### src/rtl/dmem_bridge.sv
// MEM-stage bridge from pipeline load/store to an SRAM-like data bus (IDLE/REQ/WAIT/DONE).
// Optional UNMAPPED_ADDR_XLATE_EN folds kseg0/kseg1 addresses to physical.
module dmem_bridge (
  input  logic        clk,
  input  logic        rst,
  input  logic        mem_en,
  input  logic        mem_wr,
  input  logic [1:0]  mem_size,
  input  logic [31:0] mem_addr,
  input  logic [31:0] mem_wdata,
  input  logic        addr_err,
  input  logic        flush,
  input  logic        pipe_stall,
  output logic        data_req,
  output logic        data_wr,
  output logic [1:0]  data_size,
  output logic [31:0] data_addr,
  output logic [31:0] data_wdata,
  input  logic        data_addr_ok,
  input  logic        data_data_ok,
  input  logic [31:0] data_rdata,
  output logic [31:0] rdata,
  output logic        mem_stall
);

  typedef enum logic [1:0] {IDLE, REQ, WAIT, DONE} state_t;

  state_t      state, state_nxt;
  logic        drop, drop_nxt;
  logic        wr_r;
  logic [1:0]  size_r;
  logic [31:0] addr_r, wdata_r, rdata_r;
  logic        issue, discard;

  function automatic logic [31:0] xlate(input logic [31:0] a);
`ifdef UNMAPPED_ADDR_XLATE_EN
    xlate = (a[31:30] == 2'b10) ? {3'b000, a[28:0]} : a;
`else
    xlate = a;
`endif
  endfunction

  assign issue   = (state == IDLE) && mem_en && !addr_err && !flush;
  // A flushed access still owes the bus its response; it is only the data that is thrown away.
  assign discard = drop || flush;

  assign data_wr    = issue ? mem_wr          : wr_r;
  assign data_size  = issue ? mem_size        : size_r;
  assign data_addr  = issue ? xlate(mem_addr) : addr_r;
  assign data_wdata = issue ? mem_wdata       : wdata_r;

  always_comb begin
    state_nxt = state;
    drop_nxt  = drop;
    data_req  = 1'b0;
    mem_stall = 1'b0;
    rdata     = '0;
    case (state)
      IDLE: begin
        if (issue) begin
          data_req  = 1'b1;
          mem_stall = 1'b1;
          state_nxt = data_addr_ok ? WAIT : REQ;
        end
      end
      REQ: begin
        data_req  = 1'b1;
        mem_stall = !discard;
        drop_nxt  = discard;
        if (data_addr_ok) state_nxt = WAIT;
      end
      WAIT: begin
        if (data_data_ok) begin
          drop_nxt = 1'b0;
          if (discard) begin
            state_nxt = IDLE;
          end else begin
            rdata     = data_rdata;
            state_nxt = DONE;
          end
        end else begin
          mem_stall = !discard;
          drop_nxt  = discard;
        end
      end
      DONE: begin
        rdata = rdata_r;
        if (!pipe_stall) state_nxt = IDLE;
      end
      default: state_nxt = IDLE;
    endcase
  end

  always_ff @(posedge clk) begin
    if (rst) begin
      state   <= IDLE;
      drop    <= 1'b0;
      wr_r    <= 1'b0;
      size_r  <= '0;
      addr_r  <= '0;
      wdata_r <= '0;
      rdata_r <= '0;
    end else begin
      state <= state_nxt;
      drop  <= drop_nxt;
      if (issue) begin
        wr_r    <= mem_wr;
        size_r  <= mem_size;
        addr_r  <= xlate(mem_addr);
        wdata_r <= mem_wdata;
      end
      if (state == WAIT && data_data_ok && !discard) rdata_r <= data_rdata;
    end
  end

endmodule

### config.mk
export PLATFORM = sky130hd
export DESIGN_NAME = dmem_bridge
export DESIGN_NICKNAME = d
export VERILOG_FILES = /design/src/rtl/dmem_bridge.sv
export SDC_FILE = /design/constraint.sdc
export NUM_CORES = 1
export LEC_CHECK = 0
export ABC_AREA = 1
export BUFFER_PORTS_ARGS = -buffer_cell sky130_fd_sc_hd__buf_4
export CELL_PAD_IN_SITES_DETAIL_PLACEMENT = 1
export CELL_PAD_IN_SITES_GLOBAL_PLACEMENT = 1
export CORE_ASPECT_RATIO = 1.5
export CORE_MARGIN = 8
export CORE_UTILIZATION = 29
export CTS_CLUSTER_DIAMETER = 50
export DETAILED_ROUTE_END_ITERATION = 6
export PLACE_DENSITY_LB_ADDON = 0.1
export SETUP_SLACK_MARGIN = 0.15
export SLEW_MARGIN = 20
export SYNTH_ARGS = -nofsm -noshare
export SYNTH_HDL_FRONTEND = slang
export SYNTH_SLANG_ARGS = --single-unit
### constraint.sdc
create_clock -name clk -period 1.6 [get_ports clk]
set_input_delay 0.32 -clock clk [delete_from_list [all_inputs] [get_ports clk]]
set_output_delay 0.32 -clock clk [all_outputs]
set_load 0.05 [all_outputs]
==> metrics.cfg, run 1 <==
[setup_path]
crit_path_max_fanout = 7
cp.arrival_ns = 1.89
cp.required_ns = 1.28
rrSetupSlack_ns = -0.25
cp-start-kind = register
worstSetupPathType = reg2out
crit_path_end_kind = output pin

[yosys]
synth_flop_cell = dfxtp_1
yosys.cell_types.count = 19
yosysMostFrequentCell = nand2_1
synth_nets = 790
ys_ff_latch = 102
synth_area_leaders = dfxtp_1, nand2_1, inv_1, o21ai_2, nand2_2
seq_area_frac_synth = 0.432
synthCells = 678
synth_area_um2 = 4720
synth_edf_count = 0
ys_warn_count = 0
yosys.area.top_type_share = 0.432
yosys-top-cells-count = nand2_1, inv_1, dfxtp_1
synth_top_cell_by_area = dfxtp_1
async_flop_share = 0
syn_area_per_cell_um2 = 6.96

[final_layout]
final_util = 0.681
fin_area_um2 = 10900
syn2layout_area_growth_pct = 131
nNetsFinal = 1160
final_layout_size_suffix_gt1_frac = 0.706

[power]
p_leak_nw = 5.32
powerDensity_nw_per_um2 = 1160
ir_drop_uv = 585

[detailed_routing]
totalWireLength_mm = 27.3
via_per_inst = 4.62
routedWlPerCell_um = 21.7
drtIter0Drc = 166
drtPass1Iterations = 4
drc = 0
antenna_left = 0
num_vias = 5816

[clock_tree]
cts_buffers = 9
cts_tree = yes
clk_path_buf_depth = 2
clk_latency_ns = 0.34
htree_levels = 3
cts-root-buf = clkbuf_16
clk_pin_slew_worst_paths_ns = 0.08
cts.sinks = 102

[run_status]
status = complete, but fails checks
violations = setup timing

[sta]
rsz0062_at_grt = true
worst_slew_margin_rel = 0.674
post-route-min-period_ns = 2.21
setup_violations = 153
max_freq_mhz = 453
finalSetupTns_ns = -58.48
timing.final.ws_setup_ns = -0.608
fin_crit_sh = 1.38
fin_worst_skew_ns = 0.0132
slew_violations = 0
worstMarginPinSlew_ns = 0.489
hold_viol = 0

[grt]
grt_pass1_wl_mm = 35.4
grt_most_used_layer = met2
grt_max_degree = 34
grt.overflow.total = 0
met2_usage = 0.447
grt_pass1_vias = 6568
use_met1 = 0.206
use_met3 = 0.0464
antenna_found_initial = 1
grt.total_usage = 0.220

[die]
rows = 57
die_w_um = 120
initial_core_util = 0.294
ios = 208
fp.dieH_um = 172
core_um2 = 16000
die-area_um2 = 20700

[placement]
placed_cell_area_um2 = 7750
gp_congestion = 0.790
hpwlAfterDp_mm = 13.7
portBuffers = 207

[flow_run]
cap_violations = 0

[worst_hold_path]
worstHoldPathType = in2reg

## layer usage
layer,vias to the layer above,share of wire
met4,0,0.033
met5,-,0
li1,2734,-
met2,179,0.60
met3,46,0.037
met1,2857,0.33
## cells by family (layout without fill, tap and decap cells)
kind of cell | count (synthesis) | in the layout | share of synthesized area
other cells | 0 | 1 | 0
buf+inv | 180 | 552 | 0.156
compound gates | 107 | 107 | 0.139
fa+ha+maj | 5 | 5 | 0.0132
simple gates | 284 | 287 | 0.259
flops | 102 | 102 | 0.432
## flip-flops by register name, indices dropped and copies added (netlist names)
name     count
size_r       2
wr_r         1
wdata_r     32
drop         1
addr_r      32
rdata_r     32
state        2
## cell usage in the layout, fill, tap and decap left out, types with 2 or more instances in the layout
cell type / count
inv_6: 3
o21ai_2: 21
nor2_1: 27
nor2_2: 32
clkbuf_8: 2
ha_4: 3
inv_4: 31
nand2_8: 5
ha_1: 2
o21ai_4: 44
o21ai_0: 2
inv_1: 70
dfxtp_2: 2
nand2_2: 30
buf_6: 65
clkbuf_16: 12
buf_12: 19
dfxtp_1: 100
buf_4: 223
nand2_4: 95
a21oi_1: 22
a21oi_2: 14
inv_2: 41
nand2_1: 84
buf_16: 13
nor2_4: 13
buf_8: 69
## power breakdown
| part | leakage, nW | internal (mW) | switching (mW) |
|---|---|---|---|
| registers | 0.830 | 2.81 | 0.116 |
| logic | 4.33 | 3.22 | 4.15 |
| clock network | 0.153 | 1.32 | 1.06 |
## layout make-up
class | count | area, um2
flip-flops and latches | 102 | 2040
clock inverters | 5 | 63.8
diodes | 1 | 2.50
clock buffers | 11 | 253
repair buffers | 392 | 4260
inverters | 144 | 636
fillers | 1717 | 5120
well taps | 206 | 258
multi-input cells | 399 | 3410
## per-stage QoR
step	total power, mW	hold WS, ns	setup WS, ns	instances
2_1_floorplan	5.89	0.435	-0.0625	678
3_3_place_gp	7.64	0.447	-0.346	1179
3_5_place_dp	7.77	0.457	-0.415	1179
4_1_cts	11.8	0.178	-0.566	1235
5_1_grt	13.1	0.207	-0.691	1260
6_report	12.7	0.220	-0.608	1260
## worst paths after layout
path,startpoint,depth (start not counted),end
setup reg to reg,state[1],12,addr_r[25]
setup / recovery,state[1],10,data_addr[25]
hold / removal,data_data_ok,2,drop
hold reg to reg,rdata_r[28],2,rdata_r[28]
## worst max-delay path, stage by stage, from the launching register on
cell,delay (ns)
dfxtp_2,0.33
inv_2,0.08
ha_4,0.15
nand2_4,0.06
clkinv_8,0.08
nand2_8,0.12
buf_6,0.17
buf_16,0.14
o21ai_4,0.20
inv_4,0.05
buf_8,0.15
## timing repair
item | 4_1_cts | 5_1_grt
pin swaps | 13 | 14
hold buffers | 0 | 0
gates cloned | 16 | 3
gates resized for setup | 400 | 106
buffers inserted | 24 | 21
endpoints found under the setup margin | 200 | 199
hold endpoints to repair | 0 | 0
(Power assumes the default switching activity.)
==> run 2: changes to the inputs <==
--- a/config.mk
+++ b/config.mk
@@ -10,7 +10,7 @@
 export CELL_PAD_IN_SITES_DETAIL_PLACEMENT = 1
 export CELL_PAD_IN_SITES_GLOBAL_PLACEMENT = 1
 export CORE_ASPECT_RATIO = 1.5
-export CORE_MARGIN = 8
+export CORE_MARGIN = 3
 export CORE_UTILIZATION = 29
 export CTS_CLUSTER_DIAMETER = 50
 export DETAILED_ROUTE_END_ITERATION = 6
==> run 2 against run 1 <==
  * The run still ends with setup timing left
  * Via count fell by 0.34%
  * Combinational power fell by 5.7%
  * Register-to-register slack got worse by 0.03 ns
  * Clock power fell by 11%
  * Critical path type unchanged
  * Critical endpoint is now data_addr[21]
==> metrics.cfg, run 2 (synthesis results as in run 1) <==
[detailed_routing]
top_layer = met4  ; unchanged
num_vias = 5796  ; was 5816
totalWireLength_mm = 25.5  ; was 27.3 mm
route.met2.wl_mm = 14.8  ; was 16.3 mm
antenna_left = 0  ; unchanged
wl_met1_mm = 8.77  ; was 9.10 mm
drtPass1Iterations = 4  ; unchanged
drc = 0  ; unchanged
dr_wl_met3_mm = 1.12  ; was 1.01 mm
routedWlPerCell_um = 20.4  ; was 21.7 um
drtIter0Drc = 148  ; was 166
via_per_inst = 4.65  ; was 4.62

[setup_path]
rr_worst_depth = 12  ; unchanged
worstPathBufferInverterCount = 6  ; unchanged
r2r_start = state[0]  ; was state[1]
path_cells = inv_2 -> ha_4 -> nand2_4 -> inv_8 -> nand2_8 -> buf_12 -> buf_16 -> o21ai_4 -> inv_4 -> buf_6  ; was inv_2 -> ha_4 -> nand2_4 -> clkinv_8 -> nand2_8 -> buf_6 -> buf_16 -> o21ai_4 -> inv_4 -> buf_8
worstSetupPathType = reg2out  ; unchanged
cp-start-kind = register  ; unchanged
path_delay_family = buffers and inverters  ; unchanged
cp.arrival_ns = 1.88  ; was 1.89 ns
max_stage_delay_ns = 0.33  ; about the same
crit_path_max_fanout = 7  ; unchanged
cp.required_ns = 1.28  ; about the same
worstReg2RegEnd = rdata_r[23]  ; was addr_r[25]
crit_path_end_kind = output pin  ; unchanged
slowest_stage = dfxtp_2  ; unchanged
rrSetupSlack_ns = -0.28  ; was -0.25 ns

[run_status]
status = complete, but fails checks  ; unchanged
violations = setup timing  ; unchanged

[final_layout]
layout_common_cells = buf_4, dfxtp_1, nand2_1  ; was buf_4, dfxtp_1, nand2_4
fin_area_um2 = 10800  ; was 10900 um2
final_common_cell = buf_4  ; unchanged
multi_input_area_um2 = 3510  ; was 3410 um2
diodes = 0  ; was 1
nNetsFinal = 1152  ; was 1160
reg_top3 = addr_r x32, rdata_r x32, wdata_r x32  ; unchanged
fillCellCount = 1670  ; was 1717
ff_latch_area_um2 = 2040  ; unchanged
final_layout_size_suffix_gt1_frac = 0.705  ; was 0.706
final_cells = 1247  ; was 1260
syn2layout_area_growth_pct = 128  ; was 131%

[clock_tree]
clk_latency_ns = 0.35  ; was 0.34 ns
cts.sinks = 102  ; unchanged
cts-root-buf = clkbuf_16  ; unchanged
clk_path_buf_depth = 2  ; unchanged
cts_tree = yes  ; unchanged
clk_pin_slew_worst_paths_ns = 0.08  ; about the same
htree_levels = 3  ; unchanged
cts_buffers = 9  ; unchanged
cts_hold_buf = 0  ; unchanged

[sta]
worst_slew_margin_rel = 0.712  ; was 0.674
rsz0062_at_grt = true  ; unchanged
max_freq_mhz = 455  ; was 453 MHz
finalSetupTns_ns = -57.95  ; was -58.48 ns
timing.final.ws_setup_ns = -0.598  ; was -0.608 ns
fin_crit_sh = 1.37  ; was 1.38
post-route-min-period_ns = 2.20  ; was 2.21 ns
fin_worst_skew_ns = 0.0127  ; was 0.0132 ns
setup_violations = 142  ; was 153
slew_violations = 0  ; unchanged
hold_viol = 0  ; unchanged
worstMarginPinSlew_ns = 0.431  ; was 0.489 ns

[grt]
grt.total_usage = 0.208  ; was 0.220
grt.overflow.total = 0  ; unchanged
grt_max_degree = 43  ; was 34
grt_pass1_wl_mm = 29.2  ; was 35.4 mm
antenna_found_initial = 0  ; was 1
grt_pass1_vias = 6035  ; was 6568

[placement]
hpwlAfterDp_mm = 12.0  ; was 13.7 mm
place_inst = 1170  ; was 1179
gp_congestion = 0.762  ; was 0.790
portBuffers = 207  ; unchanged
placed_cell_area_um2 = 7700  ; was 7750 um2

[power]
powerDensity_nw_per_um2 = 1110  ; was 1160 nW/um2
p_total_mw = 12.0  ; was 12.7 mW
ir_drop_uv = 654  ; was 585 uV
p_leak_nw = 5.04  ; was 5.32 nW

[die]
die-area_um2 = 17900  ; was 20700 um2
die_w_um = 110  ; was 120 um
fp.dieH_um = 162  ; was 172 um
core_um2 = 15800  ; was 16000 um2
initial_core_util = 0.298  ; was 0.294
rows = 56  ; was 57
ios = 208  ; unchanged

[worst_hold_path]
min_from = data_data_ok  ; unchanged
holdPathStages = 2  ; unchanged
min_to = drop  ; unchanged
worstHoldPathType = in2reg  ; unchanged

[flow_run]
cap_violations = 0  ; unchanged

-- run 2: changes by cell type in the layout (fill, tap and decap cells not counted), sizes merged --
cell / change
clkbuf: +7
diode: -1
buf: -14
bufinv: -1
clkinv: -1
nand2: -1
clkinvlp: +1
-- run 2: worst max-delay path by stage --
stage                           endpoint  slack (ns)  startpoint  depth (start not counted)
final                      data_addr[21]       -0.60    state[0]                         10
after global routing       data_addr[21]       -0.65    state[0]                         10
after floorplan            data_addr[10]       -0.06    state[0]                         11
after detailed placement  data_wdata[12]       -0.38    state[0]                         10
after CTS                 data_wdata[27]       -0.58    state[0]                         10
after global placement    data_wdata[12]       -0.33       flush                          7
-- run 2: repair_timing --
action / in CTS / in global routing
setup endpoints to repair: 189 / 198
buffers inserted: 11 / 29
pin swaps: 12 / 39
cloned: 7 / 15
resized for setup: 201 / 271
-- run 2: report_power, final --
group	internal, mW	switching, mW	leakage (nW)
clock network	1.10	1.02	0.128
logic	2.96	3.98	4.08
registers	2.81	0.110	0.830
total	6.87	5.10	5.04
-- run 2: final cells by class --
type,count,share of cell area
well taps,203,0.0236
flip-flops and latches,102,0.190
inverters,144,0.0587
clock buffers,11,0.0225
clock inverters,4,0.00302
repair buffers,385,0.377
multi-input cells,398,0.326
-- run 2: through the flow --
step	util	hold WS (ns)	setup WS, ns
finish	0.681	0.185	-0.598
global route	0.681	0.193	-0.653
CTS	0.567	0.186	-0.580
detailed placement	0.486	0.456	-0.379
global placement	0.486	0.447	-0.328
floorplan	-	0.435	-0.0625
-- run 2: per-layer routing --
| metal | vias to the layer above | GRT usage |
|---|---|---|
| met5 | - | 0 |
| met4 | 0 | 0.0599 |
| met3 | 53 | 0.0461 |
| met2 | 190 | 0.417 |
| met1 | 2836 | 0.204 |
| li1 | 2717 | - |
==> run 3: changes to the inputs <==
--- a/config.mk
+++ b/config.mk
@@ -11,10 +11,12 @@
 export CELL_PAD_IN_SITES_GLOBAL_PLACEMENT = 1
 export CORE_ASPECT_RATIO = 1.5
 export CORE_MARGIN = 3
-export CORE_UTILIZATION = 29
+export CORE_UTILIZATION = 30
+export CTS_BUF_LIST = sky130_fd_sc_hd__clkbuf_4
 export CTS_CLUSTER_DIAMETER = 50
 export DETAILED_ROUTE_END_ITERATION = 6
 export PLACE_DENSITY_LB_ADDON = 0.1
+export RECOVER_POWER = 50
 export SETUP_SLACK_MARGIN = 0.15
 export SLEW_MARGIN = 20
 export SYNTH_ARGS = -nofsm -noshare
==> run 3 against run 2 <==
  * The run still ends with setup timing left
  * Sequential share of layout area grew 0.16 points
  * Global-route usage up 2.7 points
  * Fmax fell by 9.8%
  * Clock-buffer cell count down 2
  * Die area shrank 3.2%
  * Non-clock buffer count is 7 higher
  * Utilization increased by 1.9 points
  * Cell area decreased by 0.85%
  * Largest power group unchanged
  * Highest routed layer unchanged
==> metrics.cfg, run 3 (synthesis results as in run 1) <==
[run_status]
status = complete, but fails checks  ; unchanged
violations = setup timing  ; unchanged

[grt]
grt_most_used_layer = met2  ; unchanged
grt_pass1_wl_mm = 32.3  ; was 29.2 mm
use_met3 = 0.0514  ; was 0.0461
met2_usage = 0.455  ; was 0.417
grt.total_usage = 0.234  ; was 0.208
grt.overflow.total = 0  ; unchanged
grt_pass1_vias = 6446  ; was 6035
grt_max_degree = 40  ; was 43
antenna_found_initial = 1  ; was 0
use_met1 = 0.232  ; was 0.204

[die]
rows = 55  ; was 56
core_um2 = 15300  ; was 15800 um2
die-area_um2 = 17300  ; was 17900 um2
initial_core_util = 0.309  ; was 0.298
die_w_um = 108  ; was 110 um
ios = 208  ; unchanged
fp.dieH_um = 160  ; was 162 um

[clock_tree]
cts_buffers = 9  ; unchanged
cts.sinks = 102  ; unchanged
clk_latency_ns = 0.50  ; was 0.35 ns
cts_tree = yes  ; unchanged
clk_pin_slew_worst_paths_ns = 0.16  ; was 0.08 ns
cts_hold_buf = 0  ; unchanged
htree_levels = 3  ; unchanged
clk_path_buf_depth = 2  ; unchanged
cts-root-buf = clkbuf_4  ; was clkbuf_16

[setup_path]
path_cells = inv_2 -> ha_4 -> nand2_2 -> inv_2 -> nand2_4 -> buf_6 -> buf_16 -> o21ai_1 -> inv_2 -> buf_4  ; was inv_2 -> ha_4 -> nand2_4 -> inv_8 -> nand2_8 -> buf_12 -> buf_16 -> o21ai_4 -> inv_4 -> buf_6
crit_path_frequent_cell = inv_2
crit_path_end_kind = output pin  ; unchanged
worstPathBufferInverterCount = 6  ; unchanged
slowest_stage = dfxtp_2  ; unchanged
worstSetupPathType = reg2out  ; unchanged
cp.required_ns = 1.28  ; about the same
cp.arrival_ns = 2.12  ; was 1.88 ns
cp-start-kind = register  ; unchanged
max_stage_delay_ns = 0.37  ; was 0.33 ns
crit_path_max_fanout = 5  ; was 7
path_delay_family = buffers and inverters  ; unchanged

[detailed_routing]
routedWlPerCell_um = 23.3  ; was 20.4 um
drc = 0  ; unchanged
drtIter0Drc = 244  ; was 148
totalWireLength_mm = 29.1  ; was 25.5 mm
via_per_inst = 4.86  ; was 4.65
drtPass1Iterations = 7  ; was 4
antenna_left = 0  ; unchanged
num_vias = 6071  ; was 5796

[placement]
hpwlAfterDp_mm = 12.1  ; was 12.0 mm
gp_congestion = 0.782  ; was 0.762
dp_slack_ns = -0.302  ; was -0.379 ns
portBuffers = 207  ; unchanged

[worst_hold_path]
worstHoldPathType = in2reg  ; unchanged

[power]
clock_power_share = 0.138  ; was 0.177
p_sw_frac = 0.446  ; was 0.426
p_leak_nw = 5.06  ; was 5.04 nW
pwr-share-seq = 0.246  ; was 0.244
switchingPower_mw = 5.33  ; was 5.10 mW
intPower_mw = 6.63  ; was 6.87 mW
powerDensity_nw_per_um2 = 1120  ; was 1110 nW/um2
pwr-share-comb = 0.616  ; was 0.580
ir_drop_uv = 539  ; was 654 uV

[flow_run]
cap_violations = 0  ; unchanged

[sta]
slew_violations = 0  ; unchanged
rsz0062_at_grt = true  ; unchanged
timing.final.ws_setup_ns = -0.838  ; was -0.598 ns
setup_violations = 176  ; was 142
post-route-min-period_ns = 2.44  ; was 2.20 ns
fin_crit_sh = 1.52  ; was 1.37
max_freq_mhz = 410  ; was 455 MHz
fin_worst_skew_ns = 0.0232  ; was 0.0127 ns
worst_slew_margin_rel = 0.604  ; was 0.712
worstMarginPinSlew_ns = 0.594  ; was 0.431 ns
hold_viol = 0  ; unchanged

[final_layout]
fillCellCount = 1634  ; was 1670
syn2layout_area_growth_pct = 126  ; was 128%
final_layout_size_suffix_gt1_frac = 0.691  ; was 0.705
layout_common_cells = buf_4, dfxtp_1, nand2_1  ; unchanged
final_util = 0.700  ; was 0.681
nNetsFinal = 1157  ; was 1152
reg_top3 = addr_r x32, rdata_r x32, wdata_r x32  ; unchanged
final_common_cell = buf_4  ; unchanged

-- run 3: changes by cell type in the layout (fill, tap and decap cells not counted), sizes merged --
| cell | change |
|---|---|
| buf | +5 |
| bufinv | +2 |
| clkinv | +1 |
| diode | +1 |
| inv | -1 |
| nand2 | -2 |
-- run 3: cell type report --
cell class | count | area (um2) | area share
Antenna cell | 1 | 2.50 | 0.000234
Clock buffer | 9 | 67.6 | 0.00632
Tap cell | 199 | 249 | 0.0233
Timing Repair Buffer | 392 | 4360 | 0.408
Clock inverter | 6 | 87.6 | 0.00819
Multi-Input combinational cell | 396 | 3250 | 0.304
Inverter | 144 | 626 | 0.0585
Sequential cell | 102 | 2040 | 0.191
-- run 3: power by group through the flow --
stage / Combinational, mW / Sequential (mW) / Clock, mW
after floorplan: 2.96 / 2.94 / 0
after global placement: 4.67 / 2.93 / 0
after detailed placement: 4.80 / 2.95 / 0
after CTS: 6.09 / 2.89 / 1.58
after global routing: 7.65 / 2.96 / 1.74
final: 7.37 / 2.94 / 1.65
-- run 3: per-layer routing --
layer	wire length, um	vias to the layer above	share of wire
met5	0	-	0
met4	1710	0	0.059
met3	1370	106	0.047
met2	16800	237	0.58
met1	9250	3002	0.32
li1	-	2726	-
-- run 3: path summary, 6_finish.rpt --
kind / startpoint / end / slack (ns) / depth (start not counted)
max: state[1] / data_wdata[5] / -0.84 / 10
min: data_data_ok / drop / 0.03 / 2
max reg2reg: state[1] / rdata_r[24] / -0.38 / 12
min reg2reg: rdata_r[2] / rdata_r[2] / 0.49 / 2
-- run 3: worst register-to-register path: cells and delay by family (launching register included) --
kind | cells | cell delay (ns)
buffers and inverters | 7 | 0.92
flip-flops | 1 | 0.37
AND/OR/NAND/NOR | 3 | 0.22
adder cells (fa/ha/maj) | 1 | 0.20
AO/OA/AOI/OAI | 1 | 0.19
-- run 3: per-stage QoR --
| step | instance area (um2) | std cells | power [mW] | setup TNS, ns | hold WS, ns |
|---|---|---|---|---|---|
| floorplan | 5130 | 678 | 5.89 | -3.32 | 0.435 |
| detailed placement | 7720 | 1164 | 7.74 | -29.24 | 0.456 |
| finish | 10700 | 1249 | 12.0 | -88.38 | 0.0262 |
| CTS | 9360 | 1213 | 10.6 | -71.53 | 0.0175 |
| global route | 10700 | 1249 | 12.3 | -99.33 | 0.0262 |
| global placement | 7720 | 1164 | 7.61 | -24.88 | 0.447 |
-- run 3: what timing repair did --
| action | CTS | global route |
|---|---|---|
| pin swaps | 11 | 14 |
| cloned | 12 | 16 |
| endpoints found under the hold margin | 0 | 0 |
| endpoints found under the setup margin | 199 | 202 |
| buffers inserted | 22 | 19 |
| gates resized for setup | 239 | 207 |
